## config.mk

```make
export PLATFORM = sky130hd
export DESIGN_NAME = uart_tx_mmio_queue_flat
export DESIGN_NICKNAME = d
export VERILOG_FILES = /design/src/rtl/uart_tx_mmio_queue_pkg.sv /design/src/rtl/uart_tx_mmio_queue_if.sv /design/src/rtl/uart_tx_mmio_queue_fifo.sv /design/src/rtl/uart_tx_mmio_queue.sv /design/src/flat_wrapper.sv
export SDC_FILE = /design/constraint.sdc
export NUM_CORES = 1
export LEC_CHECK = 0
export ABC_AREA = 1
export CAP_MARGIN = 20
export CORE_ASPECT_RATIO = 0.5
export CORE_MARGIN = 4
export CORE_UTILIZATION = 54
export DETAILED_ROUTE_END_ITERATION = 10
export PLACE_DENSITY_LB_ADDON = 0.1
export SETUP_SLACK_MARGIN = 0.2
export SLEW_MARGIN = 20
export SYNTH_ARGS = -nofsm -noshare
export SYNTH_HDL_FRONTEND = slang
export SYNTH_SLANG_ARGS = --single-unit
```

## constraint.sdc

```tcl
create_clock -name clk -period 2.9 [get_ports clk]
set_input_delay 0.87 -clock clk [delete_from_list [all_inputs] [get_ports clk]]
set_output_delay 0.87 -clock clk [all_outputs]
set_load 0.02 [all_outputs]
```

## src/rtl/uart_tx_mmio_queue_pkg.sv

```systemverilog
// uart_mmio_pkg: register offsets, STATUS bit layout and drain FSM encoding for uart_tx_mmio_queue
package uart_mmio_pkg;
    localparam logic [2:0] TXDATA_OFF = 3'd0;
    localparam logic [2:0] STATUS_OFF = 3'd4;
    localparam int ST_FULL    = 0;
    localparam int ST_EMPTY   = 1;
    localparam int ST_ACTIVE  = 2;
    localparam int ST_OVF     = 3;
    localparam int ST_COUNT   = 8;
    localparam int ST_OVF_CNT = 16;
    typedef logic [1:0] drain_state_t;
    localparam drain_state_t IDLE      = 2'd0;
    localparam drain_state_t START     = 2'd1;
    localparam drain_state_t WAIT_BUSY = 2'd2;
    localparam drain_state_t WAIT_IDLE = 2'd3;
    localparam logic [1:0] WAIT_TIMEOUT = 2'd2;
endpackage

```

## src/rtl/uart_tx_mmio_queue_if.sv

```systemverilog
// uart_tx_mmio_queue_if: CPU data-store bus plus the uart_tx start/busy handshake
interface uart_tx_mmio_queue_if;
    logic [31:0] bus_addr;
    logic        bus_we;
    logic        bus_re;
    logic [31:0] bus_wdata;
    logic [31:0] bus_rdata;
    logic        bus_sel;
    logic        tx_start;
    logic [7:0]  tx_data;
    logic        tx_busy;
    logic        irq_empty;
    modport master (
        output bus_addr, bus_we, bus_re, bus_wdata, tx_busy,
        input  bus_rdata, bus_sel, tx_start, tx_data, irq_empty
    );
    modport slave (
        input  bus_addr, bus_we, bus_re, bus_wdata, tx_busy,
        output bus_rdata, bus_sel, tx_start, tx_data, irq_empty
    );
endinterface

```

## src/rtl/uart_tx_mmio_queue_fifo.sv

```systemverilog
// sync_fifo: power-of-two synchronous FIFO with first-word-fall-through read at rd_ptr
module sync_fifo #(
    parameter  int WIDTH = 8,
    parameter  int DEPTH = 16,
    localparam int CNT_W = $clog2(DEPTH) + 1,
    localparam int PTR_W = $clog2(DEPTH)
) (
    input  logic             clk,
    input  logic             rst_n,
    input  logic             push,
    input  logic             pop,
    input  logic [WIDTH-1:0] wdata,
    output logic [WIDTH-1:0] rdata,
    output logic             full,
    output logic             empty,
    output logic [CNT_W-1:0] count
);
    logic [WIDTH-1:0] mem [DEPTH];
    logic [PTR_W-1:0] wr_ptr, rd_ptr;
    logic             do_push, do_pop;

    assign do_push = push && !full;
    assign do_pop  = pop && !empty;
    assign full    = count == CNT_W'(DEPTH);
    assign empty   = count == '0;
    assign rdata   = mem[rd_ptr];

    // Storage array, written only on an accepted push
    always_ff @(posedge clk)
        if (do_push) mem[wr_ptr] <= wdata;

    // Pointers wrap naturally because DEPTH is a power of two
    always_ff @(posedge clk or negedge rst_n)
        if (!rst_n) begin
            wr_ptr <= '0;
            rd_ptr <= '0;
            count  <= '0;
        end else begin
            if (do_push) wr_ptr <= wr_ptr + 1'b1;
            if (do_pop) rd_ptr <= rd_ptr + 1'b1;
            count <= count + CNT_W'(do_push) - CNT_W'(do_pop);
        end
endmodule

```

## src/rtl/uart_tx_mmio_queue.sv

```systemverilog
// uart_tx_mmio_queue: MMIO transmit queue feeding uart_tx; UART_TX_OVF_CNT_EN adds a dropped-byte counter
module uart_tx_mmio_queue
    import uart_mmio_pkg::*;
#(
    parameter logic [31:0] BASE_ADDR = 32'h0000_1000,
    parameter int          DEPTH     = 16
) (
    input logic                 clk,
    input logic                 rst_n,
    uart_tx_mmio_queue_if.slave bus
);
    localparam int CNT_W = $clog2(DEPTH) + 1;

    logic             hit, wr_tx, wr_st, ovf_set, ovf_clr, pop;
    logic             full, empty, active, ovf, tx_start, unused_bits;
    logic [CNT_W-1:0] count;
    logic [7:0]       fifo_q, tx_data;
    logic [15:0]      ovf_cnt;
    logic [1:0]       wait_cnt;
    logic [31:0]      status;
    drain_state_t     state;

    assign hit         = bus.bus_addr[31:3] == BASE_ADDR[31:3];
    assign wr_tx       = bus.bus_we && hit && bus.bus_addr[2:0] == TXDATA_OFF;
    assign wr_st       = bus.bus_we && hit && bus.bus_addr[2:0] == STATUS_OFF;
    assign ovf_set     = wr_tx && full;
    assign ovf_clr     = wr_st && bus.bus_wdata[ST_OVF];
    assign pop         = state == IDLE && !empty && !bus.tx_busy;
    assign active      = state != IDLE || bus.tx_busy;
    assign status      = {ovf_cnt, 8'(count), 4'b0, ovf, active, empty, full};
    assign unused_bits = ^{bus.bus_re, bus.bus_wdata[31:8]};

    assign bus.bus_sel   = hit;
    assign bus.bus_rdata = (hit && bus.bus_addr[2:0] == STATUS_OFF) ? status : '0;
    assign bus.tx_start  = tx_start;
    assign bus.tx_data   = tx_data;
    assign bus.irq_empty = empty && !active;

    sync_fifo #(.WIDTH(8), .DEPTH(DEPTH)) u_fifo (
        .clk   (clk),
        .rst_n (rst_n),
        .push  (wr_tx),
        .pop   (pop),
        .wdata (bus.bus_wdata[7:0]),
        .rdata (fifo_q),
        .full  (full),
        .empty (empty),
        .count (count)
    );

    // Sticky overflow flag; a drop in the same cycle as a clear keeps it set
    always_ff @(posedge clk or negedge rst_n)
        if (!rst_n) ovf <= 1'b0;
        else ovf <= ovf_set ? 1'b1 : ovf_clr ? 1'b0 : ovf;

`ifdef UART_TX_OVF_CNT_EN
    // Saturating dropped-byte counter; a drop coinciding with a clear is still counted
    always_ff @(posedge clk or negedge rst_n)
        if (!rst_n) ovf_cnt <= '0;
        else ovf_cnt <= ovf_clr ? 16'(ovf_set) : (ovf_set && ovf_cnt != 16'hFFFF) ? ovf_cnt + 16'd1 : ovf_cnt;
`else
    assign ovf_cnt = '0;
`endif

    // Drain FSM: one byte per start/busy handshake, tolerating a uart that never raises busy
    always_ff @(posedge clk or negedge rst_n)
        if (!rst_n) begin
            state    <= IDLE;
            tx_start <= 1'b0;
            tx_data  <= '0;
            wait_cnt <= '0;
        end else begin
            tx_start <= pop;
            if (pop) tx_data <= fifo_q;
            case (state)
                IDLE:      if (pop) state <= START;
                START: begin
                    state    <= WAIT_BUSY;
                    wait_cnt <= '0;
                end
                WAIT_BUSY: if (bus.tx_busy || wait_cnt == WAIT_TIMEOUT - 2'd1) state <= WAIT_IDLE;
                           else wait_cnt <= wait_cnt + 2'd1;
                WAIT_IDLE: if (!bus.tx_busy) state <= IDLE;
                default:   state <= IDLE;
            endcase
        end
endmodule

```

## src/flat_wrapper.sv

```systemverilog
// flat-port wrapper written by rule: the top's interface ports become plain ports
module uart_tx_mmio_queue_flat import uart_mmio_pkg::*;
#(
    parameter logic [31:0] BASE_ADDR = 32'h0000_1000,
    parameter int          DEPTH     = 16
)
  (clk, rst_n, bus_bus_addr, bus_bus_we, bus_bus_re, bus_bus_wdata, bus_tx_busy, bus_bus_rdata, bus_bus_sel, bus_tx_start, bus_tx_data, bus_irq_empty);
  uart_tx_mmio_queue_if bus_i ();
  input logic clk;
  input logic rst_n;
  input wire logic [$bits(bus_i.bus_addr)-1:0] bus_bus_addr;
  input wire logic [$bits(bus_i.bus_we)-1:0] bus_bus_we;
  input wire logic [$bits(bus_i.bus_re)-1:0] bus_bus_re;
  input wire logic [$bits(bus_i.bus_wdata)-1:0] bus_bus_wdata;
  input wire logic [$bits(bus_i.tx_busy)-1:0] bus_tx_busy;
  output wire logic [$bits(bus_i.bus_rdata)-1:0] bus_bus_rdata;
  output wire logic [$bits(bus_i.bus_sel)-1:0] bus_bus_sel;
  output wire logic [$bits(bus_i.tx_start)-1:0] bus_tx_start;
  output wire logic [$bits(bus_i.tx_data)-1:0] bus_tx_data;
  output wire logic [$bits(bus_i.irq_empty)-1:0] bus_irq_empty;
  assign bus_i.bus_addr = bus_bus_addr;
  assign bus_i.bus_we = bus_bus_we;
  assign bus_i.bus_re = bus_bus_re;
  assign bus_i.bus_wdata = bus_bus_wdata;
  assign bus_i.tx_busy = bus_tx_busy;
  assign bus_bus_rdata = bus_i.bus_rdata;
  assign bus_bus_sel = bus_i.bus_sel;
  assign bus_tx_start = bus_i.tx_start;
  assign bus_tx_data = bus_i.tx_data;
  assign bus_irq_empty = bus_i.irq_empty;
  uart_tx_mmio_queue #(.BASE_ADDR(BASE_ADDR), .DEPTH(DEPTH)) u_core (.clk(clk), .rst_n(rst_n), .bus(bus_i));
endmodule
```

==> metrics.txt, run 1 <==
fin crit share=1.02; Max Clk Rate=337 MHz; DIE WIDTH=171 um; Initial Utilization=0.557; DR vias=5812; Max Buffers Root-to-Sink=2; die area=15200 sq um; global-route wire length before repair=29100 um; worst reg-to-reg setup slack=0.25 ns; wire per inst=19.2 um; P_leak=3.93 nW; Core Box Area=12800 sq um; RSZ-0062 raised after global routing=true; Netlist cell types=29; H-Tree Depth=4; setup ws final=-0.0663 ns; Hold WC Path Type=reg2reg; internal power=4.87 mW; Core Util, Final=0.739; largest net degree at the start of global routing=67; hold path cells=2; Final Wtd Congestion=0.892; Least-Margin Pin Slew=0.727 ns; Synth Cell Area=7140 sq um; Comb power frac=0.351; Routed WL=20300 um; dpl hpwl=10700 um; Antenna diodes=0; vias per cell=5.51; die span in y=89.3 um; IO Count=112; share of layout cells above drive strength 1=0.271; TritonCTS buffer count=17; clk_skew=0.0106 ns; Initial DRC Count=516; Crit path required time=2.03 ns; Post-CTS Hold Buffers=0; Rel. slew slack=0.515; crit start category=input port; Slew Limit Fails=0; Yosys reg bits=155; Net Sw Frac=0.362; r2r startpoint=u_core.u_fifo.count[3]; GR Overflow Total=0; Switch Pwr=2.77 mW; overall power=7.64 mW; CTS root buf=clkbuf_16; DR pass1 iterations=5; sequential cell area fraction in the yosys report=0.633; Final setup viols=6; Syn Area/Cell=10.2 sq um; CP endpoint kind=output port; Peak VDD IR=0.000631 V; worst skew pair latency=0.42 ns; fillcell total=841; Final ANT Viol Nets=0; Synth warnings=0; IO buf count=63; number of global-route vias before repair=5492; reg2reg path depth=15; Area growth syn-to-layout=32.5%; Seq pwr share=0.354; # rows=29; outcome=complete, but fails checks; Final Critical Period=2.97 ns; Post-Synthesis Cells=699; Worst Hold Endpoint=u_core.bus.tx_data[7]; Cell Pwr Density=808 nW/um^2; All-Layer GR Usage=0.258; failing checks=setup timing; Clock power frac=0.295; Max Fanout on Critical Path=5; RR Endpoint=u_core.u_fifo.count[4]; Post-route DRC=0; TritonCTS clock tree=yes; Worst Path Arrival=2.10 ns; Sink Count=155; Setup CP Type=in2out; total of max-cap violations=0; initial antenna violation count=0; Reg clk slew, reported paths=0.06 ns; Final Hold Violating Endpoints=0; NumNets Final=959; Worst Hold Launch=u_core.bus.tx_data[7]
## kinds of logic after synthesis
logic type                 share of synthesized area
other                                       0.000525
DFF                                            0.633
xor gates and xnor gates                      0.0110
adders and majority gates                     0.0326
AOI/OAI and AO/OA                             0.0524
buffers and inverters                         0.0701
and+or+nand+nor                                0.200
## per-layer routing
metal / vias up / track usage / share of wire
li1: 2649 / - / -
met1: 2752 / 0.348 / 0.40
met2: 335 / 0.418 / 0.46
met3: 76 / 0.0649 / 0.099
met4: 0 / 0.0855 / 0.042
met5: - / 0 / 0
## final cells by class
class	count	area (sq um)	share of cell area
Inverter	48	190	0.0201
Tap cell	170	213	0.0225
Sequential cell	155	4520	0.478
Multi-Input combinational cell	468	2400	0.254
Clock buffer	18	429	0.0454
Timing Repair Buffer	182	1540	0.163
Clock inverter	14	169	0.0179
## worst max-delay path by stage
stage | to | slack (ns) | from
global route | u_core.u_fifo.count[4] | -0.14 | bus_bus_addr[31]
detailed placement | bus_bus_rdata[0] | -0.83 | bus_bus_addr[13]
finish | bus_bus_rdata[0] | -0.07 | bus_bus_addr[31]
CTS | bus_bus_rdata[0] | 0.02 | bus_bus_addr[21]
floorplan | u_core.u_fifo.count[4] | -0.02 | bus_bus_addr[23]
global placement | bus_bus_rdata[0] | -0.79 | bus_bus_addr[13]
## power by group through the flow
| stage | logic (mW) | registers [mW] | clock network [mW] |
|---|---|---|---|
| finish | 2.68 | 2.70 | 2.25 |
| global placement | 2.44 | 2.72 | 0 |
| detailed placement | 2.49 | 2.73 | 0 |
| CTS | 2.56 | 2.69 | 2.26 |
| floorplan | 1.68 | 2.76 | 0 |
| global route | 2.99 | 2.71 | 2.37 |
## cell usage after synthesis (all sizes together)
cell type  number  area (sq um)
a21oi           5          25.0
buf            42           277
clkbuf          9          43.8
clkinv          2          7.51
conb            1          3.75
dfrtp          27           676
edfxtp        128          3840
fa              1          20.0
ha             17           213
inv            46           173
nand2          81           309
nand3          56           280
nand3b          1          7.51
nand4          11          75.1
nor2          187           709
nor3            5          36.3
nor3b           1          7.51
o21ai          69           349
or2             1          6.26
xor2            9          78.8
## repair_timing
| action | in CTS | in global routing |
|---|---|---|
| setup buffers | 63 | 10 |
| setup endpoints to repair | 14 | 25 |
| pin swaps | 30 | 39 |
| cloned | 1 | 0 |
| resized for setup | 164 | 83 |
## stage by stage
step | TNS [ns] | hold slack (ns) | area (sq um) | worst slack, ns | std cells
6_report | -0.178 | 0.492 | 9460 | -0.0663 | 1055
5_1_grt | -0.742 | 0.523 | 9460 | -0.142 | 1055
4_1_cts | 0 | 0.490 | 9190 | 0.0208 | 1045
3_5_place_dp | -26.62 | 0.469 | 8160 | -0.830 | 949
3_3_place_gp | -19.05 | 0.466 | 8160 | -0.790 | 949
2_1_floorplan | -0.0159 | 0.442 | 7290 | -0.0159 | 721
## critical path, stage by stage
cell             delay, ns
clkdlybuf4s15_1       0.16
inv_1                 0.10
nand3_2               0.08
nor2_1                0.10
nand2_1               0.14
nor2_4                0.20
nand2_4               0.12
nor3b_2               0.17
buf_4                 0.16
## sequential cells by signal, indices dropped and copies added, names as in the netlist
name and flops:
u_core.bus.tx_data 8, u_core.ovf 1, u_core.state 2, u_core.wait_cnt 2
u_core.u_fifo.count 5, u_core.bus.tx_start 1, u_core.u_fifo.rd_ptr 4, u_core.u_fifo.mem 128
u_core.u_fifo.wr_ptr 4
## placed cells by master, fill, tap and decap left out, types with 2 or more instances in the layout
cell type        instances
bufinv_16                3
clkinv_1                 4
nand3_1                 52
clkinv_2                 2
buf_6                   34
inv_6                    4
nand3_2                  3
a21oi_1                  4
inv_1                   33
clkdlybuf4s15_1          2
clkinvlp_4               2
o21ai_0                 68
nand2_4                  4
nor3_2                   2
inv_2                   10
xor2_1                   9
clkdlybuf4s50_1         20
dfrtp_1                 26
buf_2                   10
nor2_2                   5
inv_4                    2
nor2_4                   8
buf_8                    2
conb_1                  23
nand2_1                 71
nor2_1                 174
buf_4                  102
nand2_2                  7
edfxtp_1               128
clkbuf_2                 8
nor3_4                   2
dlygate4sd2_1            2
nand4_1                 10
ha_4                     2
clkbuf_16               17
ha_1                    15
Power figures use the tool's default switching activity.
==> run 2, diff against run 1 <==
--- a/config.mk
+++ b/config.mk
@@ -10,6 +10,7 @@
 export CORE_ASPECT_RATIO = 0.5
 export CORE_MARGIN = 4
 export CORE_UTILIZATION = 54
+export CTS_CLUSTER_SIZE = 12
 export DETAILED_ROUTE_END_ITERATION = 10
 export PLACE_DENSITY_LB_ADDON = 0.1
 export SETUP_SLACK_MARGIN = 0.2
==> results of run 2 <==
No change in the layout: final DEF, timing and power equal those of run 1.
